### config.mk
export PLATFORM = sky130hd
export DESIGN_NAME = spi_aes_host
export DESIGN_NICKNAME = d
export VERILOG_FILES = /design/src/rtl/spi_aes_host.sv
export SDC_FILE = /design/constraint.sdc
export NUM_CORES = 1
export LEC_CHECK = 0
export ABC_AREA = 1
export ABC_CLOCK_PERIOD_IN_PS = 2150
export BUFFER_PORTS_ARGS = -buffer_cell sky130_fd_sc_hd__buf_2
export CORE_MARGIN = 1
export CORE_UTILIZATION = 56
export DETAILED_ROUTE_END_ITERATION = 10
export HOLD_SLACK_MARGIN = 0.05
export PLACE_DENSITY = 0.77
export SYNTH_ARGS = -nofsm -noshare
export SYNTH_HDL_FRONTEND = slang
export SYNTH_SLANG_ARGS = --single-unit
### constraint.sdc
create_clock -name clk -period 2.15 [get_ports clk]
set_input_delay 0.43 -clock clk [delete_from_list [all_inputs] [get_ports clk]]
set_output_delay 0.43 -clock clk [all_outputs]
set_load 0.1 [all_outputs]
### src/rtl/spi_aes_host.sv
// ---------------------------------------------------------------------------
// spi_aes_host
// Host-side SPI controller for the SPI AES target. Takes one WIDTH-bit block
// over a valid/ready interface, shifts it into the target (LOAD), pulses
// START for one SCK pulse, free-runs SCK while the target computes (its core
// is clocked by SCK), waits for BUSY to fall, lets the target load its result,
// reads the result back (READ) and presents it with a one-clk out_valid.
//
// Ports
//   clk, rst            system clock, synchronous active-high reset
//   in_valid/in_ready   block handshake; in_ready is high only in IDLE
//   in_data             plaintext block
//   out_valid/out_data  one-clk result pulse; out_data held until next pulse
//   err                 one-clk pulse when the target never finishes
//   sck/mosi/miso/cs_n  SPI pins (sck idles low, cs_n active low)
//   start/busy_in       target START output and BUSY input
// ---------------------------------------------------------------------------
module spi_aes_host #(
    parameter int unsigned WIDTH       = 128,
    parameter int unsigned CLK_DIV     = 4,
    parameter int unsigned MISO_LAT    = 1,
    parameter int unsigned LOAD_PULSES = 1,
    parameter int unsigned TIMEOUT     = 4096
) (
    input  logic             clk,
    input  logic             rst,
    input  logic             in_valid,
    output logic             in_ready,
    input  logic [WIDTH-1:0] in_data,
    output logic             out_valid,
    output logic [WIDTH-1:0] out_data,
    output logic             err,
    output logic             sck,
    output logic             mosi,
    input  logic             miso,
    output logic             cs_n,
    output logic             start,
    input  logic             busy_in
);

    localparam int unsigned N  = WIDTH + MISO_LAT;
    localparam int unsigned BW = $clog2(N + 1);
    localparam int unsigned DW = $clog2(CLK_DIV + 1);
    localparam int unsigned TW = $clog2(TIMEOUT + 1);

    localparam logic [BW-1:0] BIT_LAST  = BW'(N);
    localparam logic [BW-1:0] DRAIN_END = BW'(LOAD_PULSES);
    localparam logic [DW-1:0] DIV_END   = DW'(CLK_DIV - 1);
    localparam logic [TW-1:0] TO_END    = TW'(TIMEOUT);

    typedef enum logic [2:0] {
        S_IDLE,
        S_LOAD,
        S_START,
        S_WAIT,
        S_READ
    } state_t;

    state_t           state_q;
    logic [DW-1:0]    div_q;
    logic [BW-1:0]    bit_q;
    logic [TW-1:0]    to_q;
    logic [N-1:0]     tx_q;
    logic [WIDTH-1:0] rx_q;
    logic             seen_busy_q;
    logic             drain_q;
    logic             sck_q;
    logic             cs_n_q;
    logic             start_q;
    logic             in_ready_q;
    logic             out_valid_q;
    logic [WIDTH-1:0] out_data_q;
    logic             err_q;

    logic [DW-1:0] div_d;
    logic [BW-1:0] bit_d;
    logic [TW-1:0] to_d;
    logic          phase_end;
    logic          framed;

    assign div_d     = div_q + DW'(1);
    assign bit_d     = bit_q + BW'(1);
    assign to_d      = to_q + TW'(1);
    assign phase_end = (div_q == DIV_END);
    assign framed    = (state_q == S_LOAD) || (state_q == S_READ);

    // mosi is the MSB of the transmit shifter; the shifter only moves at
    // falling instants, so mosi is stable across every rising edge.
    assign mosi      = tx_q[N-1];
    assign sck       = sck_q;
    assign cs_n      = cs_n_q;
    assign start     = start_q;
    assign in_ready  = in_ready_q;
    assign out_valid = out_valid_q;
    assign out_data  = out_data_q;
    assign err       = err_q;

    always_ff @(posedge clk) begin
        if (rst) begin
            state_q     <= S_IDLE;
            div_q       <= '0;
            bit_q       <= '0;
            to_q        <= '0;
            tx_q        <= '0;
            rx_q        <= '0;
            seen_busy_q <= 1'b0;
            drain_q     <= 1'b0;
            sck_q       <= 1'b0;
            cs_n_q      <= 1'b1;
            start_q     <= 1'b0;
            in_ready_q  <= 1'b1;
            out_valid_q <= 1'b0;
            out_data_q  <= '0;
            err_q       <= 1'b0;
        end else begin
            out_valid_q <= 1'b0;
            err_q       <= 1'b0;
            if (state_q == S_IDLE) begin
                if (in_valid) begin
                    // Zero-extension places the MISO_LAT pad bits ahead of the MSB.
                    tx_q       <= N'(in_data);
                    state_q    <= S_LOAD;
                    in_ready_q <= 1'b0;
                    cs_n_q     <= 1'b0;
                    div_q      <= '0;
                    bit_q      <= '0;
                end
            end else begin
                div_q <= phase_end ? '0 : div_d;
                if (phase_end) begin
                    if (!sck_q) begin
                        // End of a low phase: either rise, or close the frame
                        // once the low phase after the last fall has elapsed.
                        if (framed && bit_q == BIT_LAST) begin
                            cs_n_q <= 1'b1;
                            tx_q   <= '0;
                            if (state_q == S_LOAD) begin
                                state_q <= S_START;
                                start_q <= 1'b1;
                            end else begin
                                state_q     <= S_IDLE;
                                in_ready_q  <= 1'b1;
                                out_data_q  <= rx_q;
                                out_valid_q <= 1'b1;
                            end
                        end else begin
                            sck_q <= 1'b1;
                        end
                    end else begin
                        // Falling instant: all target-driven inputs sampled here.
                        sck_q <= 1'b0;
                        if (framed) begin
                            bit_q <= bit_d;
                            rx_q  <= {rx_q[WIDTH-2:0], miso};
                            tx_q  <= tx_q << 1;
                        end else if (state_q == S_START) begin
                            start_q     <= 1'b0;
                            state_q     <= S_WAIT;
                            to_q        <= TW'(1);
                            bit_q       <= '0;
                            seen_busy_q <= 1'b0;
                            drain_q     <= 1'b0;
                        end else begin
                            // WAIT: drain pulses after BUSY fell take priority
                            // over the timeout, which stops counting once
                            // completion has been observed.
                            if (drain_q) begin
                                if (bit_d == DRAIN_END) begin
                                    state_q <= S_READ;
                                    cs_n_q  <= 1'b0;
                                    bit_q   <= '0;
                                    drain_q <= 1'b0;
                                end else begin
                                    bit_q <= bit_d;
                                end
                            end else if (seen_busy_q && !busy_in) begin
                                if (LOAD_PULSES == 0) begin
                                    state_q <= S_READ;
                                    cs_n_q  <= 1'b0;
                                    bit_q   <= '0;
                                end else begin
                                    drain_q <= 1'b1;
                                end
                            end else if (to_d == TO_END) begin
                                err_q      <= 1'b1;
                                state_q    <= S_IDLE;
                                in_ready_q <= 1'b1;
                            end else begin
                                to_q <= to_d;
                                if (busy_in) begin
                                    seen_busy_q <= 1'b1;
                                end
                            end
                        end
                    end
                end
            end
        end
    end

endmodule

==> metrics.yaml, run 1 <==
outcome:
  run_status: "finished, final reports clean"
power_and_ir_drop:
  total_power_mw: 24.01
  power.net_switching_mw: 7.758
  p_per_area_nw_per_um2: 1226
  combPwrFrac_pct: 27.1
  ir_worst_vdd_v: 0.001270
  p_seq_share_pct: 39.8
  leakagePower_nw: 7.967
  internal_power_mw: 16.26
  sw_frac_of_total_pct: 32.31
  clockPowerShare_pct: 33.1
synth:
  synth_edf_count: 0
  ys.warnings.count: 0
  synth-seq-cells: 420
  synth-simple-area-share_pct: 12.68
  ys_seq_area_share_pct: 51.49
  synthFlopType: "dfxtp_1"
  ys_types: 41
  netlist_area_sq_um: 16330
  synth_cells: 2081
  synth_top_family_by_area: "compound AO/OA/AOI/OAI gates"
  syn_nets: 2220
  synth-compound-area-share_pct: 25.86
  synth-adder-area-share_pct: 0.4597
  synth-async-reset-ratio_pct: 0
  synth_xor_area_share_pct: 0.1609
  muxShareOfSynthArea_pct: 0
  syn_area_per_cell_sq_um: 7.847
cells_and_area:
  finalInstanceArea_sq_um: 19600
  final_cell_count_no_fill: 2697
  fin_nets: 2418
  final_util_pct: 68.27
  drive_above_1_share_pct: 18.52
  area_growth_pct: 20.00
  fillers: 2343
detailed_routing:
  viasPerCell: 5.463
  routed_wl_um: 39190
  post-route-drc-count: 0
  first_iter_violations: 1121
  firstDrtPassIters: 5
  final_antenna_net_count: 0
  wl_per_cell_um: 14.53
  vias: 14730
floorplan:
  coreArea_sq_um: 28700
  die_w_um: 172.8
  die_y_um: 172.8
  num_rows: 62
  die-area_sq_um: 29850
  io_pins: 268
  start_util_pct: 56.89
setup_path:
  critPathBufInv: 0
  path_delay_family: "simple AND/OR/NAND/NOR gates"
  slowest_stage: "dfxtp_2"
  slowest_delay_ps: 380
  required_ps: 2560
  crit_fanout: 6
  worst_path_most_repeated_cell: "nand2_1"
  startpoint_type: "flip-flop"
  path_cells: "ha_2 > nand3_2 > o21ai_0 > nand2_1 > nor2_1 > nand2_1 > nor2_4 > nand2_1 > nand2_1 > nand3_1 > nand2_1 > nor2_1"
  endpoint_kind: "flip-flop"
  crit_type: "flip-flop to flip-flop"
  cp.arrival_ps: 2440
sta:
  setup_ws_ps: 117.9
  rsz0062_at_grt: "no"
  period_minus_slack_ps: 2032
  worstMarginPinSlew_ps: 594.1
  finalHoldViolCount: 0
  fmax_ghz: 0.4921
  drv_slew: 0
  finalSetupViolCount: 0
  min_period_over_period_pct: 94.52
  tns_ps: 0
  skew_ps: 18.12
  whs_ps: 167.4
  slew_headroom_pct: 60.39
cts:
  clk_pin_slew_worst_paths_ps: 60
  cts_tree: "done"
  cts_buffers: 43
  cts.sinks: 420
  root_buffer: "clkbuf_16"
  insertion_delay_ps: 530
  htree_levels: 2
  ctsHoldBuffers: 0
  clk_path_buf_depth: 3
placement:
  dp_hpwl_um: 24670
  portBuffers: 267
  gp_routability_congestion: 0.8748
  dp_cells: 2614
  dpl_worst_slack_ps: 48.58
  placed_cell_area_sq_um: 17950
grt:
  track_usage_pct: 25.33
  antenna_found_initial: 3
  gr-total-overflow: 0
  grt_pass1_vias: 13620
  grt_pass1_wl_um: 64720
  grt_max_degree: 130
job:
  max-cap-violations: 0
min_path:
  hp-class: "input pin to flip-flop"
worst paths after layout:
path | from | endpoint | slack [ps] | cells past startpoint
setup / recovery | to_q[1] | state_q[0] | 120 | 12
setup reg to reg | to_q[1] | state_q[0] | 120 | 12
hold / removal | in_data[71] | tx_q[71] | 170 | 3
hold reg to reg | rx_q[107] | out_data[107] | 460 | 2
layer usage:
layer	track usage, %	vias up	wire length [um]
met5	0	-	16
met4	8.850	2	1174
met3	6.596	86	2889
met2	40.84	411	17840
met1	32.85	6816	17270
li1	-	7419	-
layout by cell type (no fill, tap or decap), types with 3 or more instances in the layout:
cell | Yosys | final
buf_12 | 0 | 21
nand2_1 | 368 | 367
o21ai_1 | 102 | 103
inv_2 | 15 | 13
nor3_1 | 3 | 3
dfxtp_1 | 420 | 416
a21oi_1 | 270 | 269
clkinv_2 | 0 | 4
nor2_1 | 57 | 53
buf_4 | 1 | 24
nand4_1 | 18 | 18
a31oi_1 | 127 | 127
nor2_4 | 3 | 7
buf_2 | 45 | 267
nand2_2 | 2 | 3
dfxtp_2 | 0 | 4
a22oi_1 | 3 | 3
ha_1 | 6 | 5
clkbuf_16 | 0 | 46
o21ai_0 | 298 | 297
nor2_2 | 4 | 4
bufinv_16 | 0 | 8
inv_1 | 172 | 172
nand3_1 | 29 | 28
clkbuf_1 | 102 | 12
clkbuf_8 | 0 | 6
power by group through the flow:
stage	registers [mW]	clock network, mW	logic (mW)
after floorplan	9.65	0	5.04
final	9.56	7.94	6.51
after detailed placement	9.66	0	6.12
after global placement	9.65	0	5.87
after global routing	9.66	8.39	7.28
after CTS	9.54	8.07	6.17
cell usage after synthesis, types with 3 or more instances:
| library cell | count | area [sq um] |
|---|---|---|
| nand4_1 | 18 | 112.6 |
| buf_8 | 11 | 165.2 |
| a31oi_1 | 127 | 794.5 |
| inv_1 | 172 | 645.6 |
| nor2_4 | 3 | 33.78 |
| clkbuf_1 | 102 | 382.9 |
| buf_2 | 45 | 225.2 |
| nor3_1 | 3 | 15.01 |
| o21ai_0 | 298 | 1491 |
| buf_6 | 3 | 33.78 |
| dfxtp_1 | 420 | 8408 |
| nor2_1 | 57 | 214.0 |
| a21oi_1 | 270 | 1351 |
| inv_2 | 15 | 56.30 |
| nand3_1 | 29 | 145.1 |
| nor2_2 | 4 | 25.02 |
| nand2_1 | 368 | 1381 |
| a22oi_1 | 3 | 22.52 |
| ha_1 | 6 | 75.07 |
| o21ai_1 | 102 | 510.5 |
cell type report:
class / count / area (sq um) / share of cell area, %
Tap cell: 384 / 480.5 / 2.452
Multi-Input combinational cell: 1311 / 6457 / 32.95
Timing Repair Buffer: 315 / 1998 / 10.20
Clock buffer: 62 / 1229 / 6.270
Antenna cell: 2 / 5.005 / 0.02554
Inverter: 188 / 718.2 / 3.665
Sequential cell: 420 / 8413 / 42.93
Clock inverter: 15 / 294.0 / 1.501
worst register-to-register path, delay by kind of cell (launching register included):
| kind | cells | cell delay (ps) |
|---|---|---|
| flip-flops | 1 | 380 |
| adder cells (fa/ha/maj) | 1 | 240 |
| AO/OA/AOI/OAI | 1 | 190 |
| AND/OR/NAND/NOR | 10 | 1110 |
timing repair:
action	4_1_cts	5_1_grt
endpoints found under the setup margin	0	123
setup buffers	0	1
resized for setup	0	16
endpoints found under the hold margin	0	0
flip-flops by register name, indices dropped and copies added, names as in the netlist:
| name | count |
|---|---|
| rx_q | 128 |
| sck | 1 |
| to_q | 13 |
| out_data | 128 |
| seen_busy_q | 1 |
| start | 1 |
| state_q | 3 |
| tx_q | 129 |
| drain_q | 1 |
| out_valid | 1 |
| cs_n | 1 |
| in_ready | 1 |
| bit_q | 8 |
| div_q | 3 |
| err | 1 |
logic make-up (layout without fill, tap and decap cells):
family / Yosys count / count (layout)
other: 0 / 2
AND/OR/NAND/NOR: 496 / 497
XOR/XNOR: 3 / 3
AO/OA/AOI/OAI: 805 / 805
flip-flops: 420 / 420
buffers and inverters: 351 / 580
adder cells (fa/ha/maj): 6 / 6
(Power assumes the default switching activity.)
==> run 2, diff against run 1 <==
--- a/config.mk
+++ b/config.mk
@@ -9,10 +9,10 @@
 export ABC_CLOCK_PERIOD_IN_PS = 2150
 export BUFFER_PORTS_ARGS = -buffer_cell sky130_fd_sc_hd__buf_2
 export CORE_MARGIN = 1
-export CORE_UTILIZATION = 56
+export CORE_UTILIZATION = 50
 export DETAILED_ROUTE_END_ITERATION = 10
 export HOLD_SLACK_MARGIN = 0.05
-export PLACE_DENSITY = 0.77
+export PLACE_DENSITY = 0.7
 export SYNTH_ARGS = -nofsm -noshare
 export SYNTH_HDL_FRONTEND = slang
 export SYNTH_SLANG_ARGS = --single-unit
==> run 2 against run 1 <==
  * Critical path depth is 2 lower
  * Cell count rose by 2.2%
  * Hold slack better by 2.3 ps
  * Setup slack better by 41 ps
  * Combinational power grew 7.5%
  * Clock skew fell by 4.6 ps
  * Die area increased by 12%
  * Fmax increased by 2.0%
  * Global-route usage shrank 2.7 points
  * Via count fell by 0.98%
  * Largest cell class unchanged
==> metrics.yaml, run 2 (synthesis gave the netlist of run 1 again) <==
setup_path:
  crit_start: "state_q[0]"
  required_ps: 2550  # about the same
  slowest_stage: "dfxtp_1"
  worst_path_most_repeated_cell: "nor2_4"
  critPathBufInv: 3  # +3
  startpoint_type: "flip-flop"
  crit_fanout: 25  # +19
  reg2reg_from: "state_q[0]"
  crit_type: "flip-flop to flip-flop"
  endpoint_kind: "flip-flop"
  cp.arrival_ps: 2390  # -50 ps
  slowest_delay_ps: 450  # +70 ps
  path_cells: "nor2_4 > nand2_4 > or2_1 > nand2_2 > o21bai_4 > nor2_4 > buf_12 > buf_4 > clkbuf_16 > a31oi_1"
  path_delay_family: "simple AND/OR/NAND/NOR gates"
cells_and_area:
  largest_reg_flops: 129  # unchanged
  fin_nets: 2430  # +0.50%
  final_cell_count_no_fill: 2757  # +2.2%
  mostFrequentLayoutCell: "dfxtp_1"
  final_util_pct: 62.19  # -6.1 points
  drive_above_1_share_pct: 18.99  # +0.47 points
  fillers: 2838  # +21%
  diodes: 0  # -2
  finalInstanceArea_sq_um: 19830  # +1.2%
  largest-register: "tx_q"
  final_cell_mix: "dfxtp_1 (416), nand2_1 (365), o21ai_0 (298), a21oi_1 (269), buf_2 (267)"
  area_growth_pct: 21.41
floorplan:
  die_y_um: 182.7  # +5.8%
  coreArea_sq_um: 31880  # +11%
  io_pins: 268  # unchanged
  num_rows: 65  # +4.8%
  die-area_sq_um: 33380  # +12%
  start_util_pct: 51.22  # -5.7 points
  die_w_um: 182.7  # +5.8%
detailed_routing:
  final_antenna_net_count: 0  # unchanged
  viasPerCell: 5.292  # -3.1%
  routed_wl_um: 39440  # +0.62%
  first_iter_violations: 1077  # -3.9%
  vias: 14590  # -0.98%
  firstDrtPassIters: 5  # unchanged
  post-route-drc-count: 0  # unchanged
  wl_per_cell_um: 14.30  # -1.6%
sta:
  min_period_over_period_pct: 92.63  # -1.9 points
  finalSetupViolCount: 0  # unchanged
  rsz0062_at_grt: "no"
  worstMarginPinSlew_ps: 603.3  # +9.224 ps
  fmax_ghz: 0.5021  # +2.0%
  tns_ps: 0  # unchanged
  skew_ps: 13.54  # -4.579 ps
  drv_slew: 0  # unchanged
  finalHoldViolCount: 0  # unchanged
  slew_headroom_pct: 59.78  # -0.61 points
  period_minus_slack_ps: 1992  # -40.55 ps
grt:
  antenna_found_initial: 0  # -3
  track_usage_pct: 22.60  # -2.7 points
  grt_pass1_wl_um: 63850  # -1.3%
  gr-total-overflow: 0  # unchanged
  grt_max_degree: 129  # -0.77%
  grt_pass1_vias: 13340  # -2.1%
power_and_ir_drop:
  clockPowerShare_pct: 31.6  # -1.5 points
  p_seq_share_pct: 39.5  # -0.3 points
  sw_frac_of_total_pct: 32.55  # +0.24 points
  power.net_switching_mw: 7.866  # +1.4%
  p_per_area_nw_per_um2: 1219  # -0.54%
  internal_power_mw: 16.30  # +0.27%
  combPwrFrac_pct: 29.0  # +1.9 points
  ir_worst_vdd_v: 0.001176  # -7.4%
  leakagePower_nw: 8.063  # +1.2%
cts:
  cts_buffers: 43  # unchanged
  insertion_delay_ps: 530  # about the same
  clk_path_buf_depth: 3  # unchanged
  cts_tree: "done"
  htree_levels: 2  # unchanged
  clk_pin_slew_worst_paths_ps: 60  # about the same
  root_buffer: "clkbuf_16"
  cts.sinks: 420  # unchanged
outcome:
  run_status: "finished, final reports clean"
min_path:
  hp-class: "input pin to flip-flop"
  hp-start: "in_data[82]"
placement:
  portBuffers: 267  # unchanged
  dp_hpwl_um: 24910  # +0.99%
  dp_cells: 2670  # +2.1%
  gp_routability_congestion: 0.8738  # -0.11%
  placed_cell_area_sq_um: 18090  # +0.77%
job:
  max-cap-violations: 0  # unchanged
## run 2: final timing paths
path | cells after the start | to | slack [ps]
worst min-delay path | 3 | tx_q[82] | 170
worst max-delay path | 10 | tx_q[27] | 160
worst max register to register | 10 | tx_q[27] | 160
worst min register to register | 2 | div_q[2] | 450
## run 2: metrics by stage
step	setup WS (ps)	power, mW	hold WS, ps
global route	4.952	25.50	156.0
detailed placement	79.45	15.70	443.3
global placement	126.1	15.51	435.4
CTS	56.89	23.40	148.1
finish	158.4	24.17	169.7
floorplan	301.6	14.69	428.3
## run 2: final cells by class
class / count / area, sq um / share of cell area (%)
Sequential cell: 420 / 8413 / 42.44
Clock buffer: 63 / 1252 / 6.317
Multi-Input combinational cell: 1310 / 6451 / 32.54
Timing Repair Buffer: 328 / 2243 / 11.32
Inverter: 188 / 715.7 / 3.610
Tap cell: 435 / 544.3 / 2.745
Clock inverter: 13 / 205.2 / 1.035
## run 2: power by group through the flow
stage | sequential [mW] | combinational [mW] | clock (mW)
2_1_floorplan | 9.65 | 5.04 | 0
3_3_place_gp | 9.65 | 5.87 | 0
3_5_place_dp | 9.67 | 6.04 | 0
4_1_cts | 9.51 | 6.11 | 7.78
5_1_grt | 9.66 | 7.75 | 8.09
6_report | 9.54 | 7.00 | 7.63
## run 2: tightest hold or removal path, cell delays in order
cell,delay [ps]
buf_2,90
nand2_1,50
a31oi_1,70
## run 2: metal layers
layer  vias to the layer above  track usage, %  part of all wire, %
li1                       7431               -                    -
met1                      6726           30.71                   46
met4                         0           6.084                  1.7
met2                       382           36.58                   46
met3                        51           4.430                  6.2
met5                         -               0                    0
## run 2: repair_timing
action                                  4_1_cts  5_1_grt
gates resized for setup                       0       21
hold buffers                                  0        0
buffers inserted                              0        6
endpoints found under the setup margin        0      123
endpoints found under the hold margin         0        0
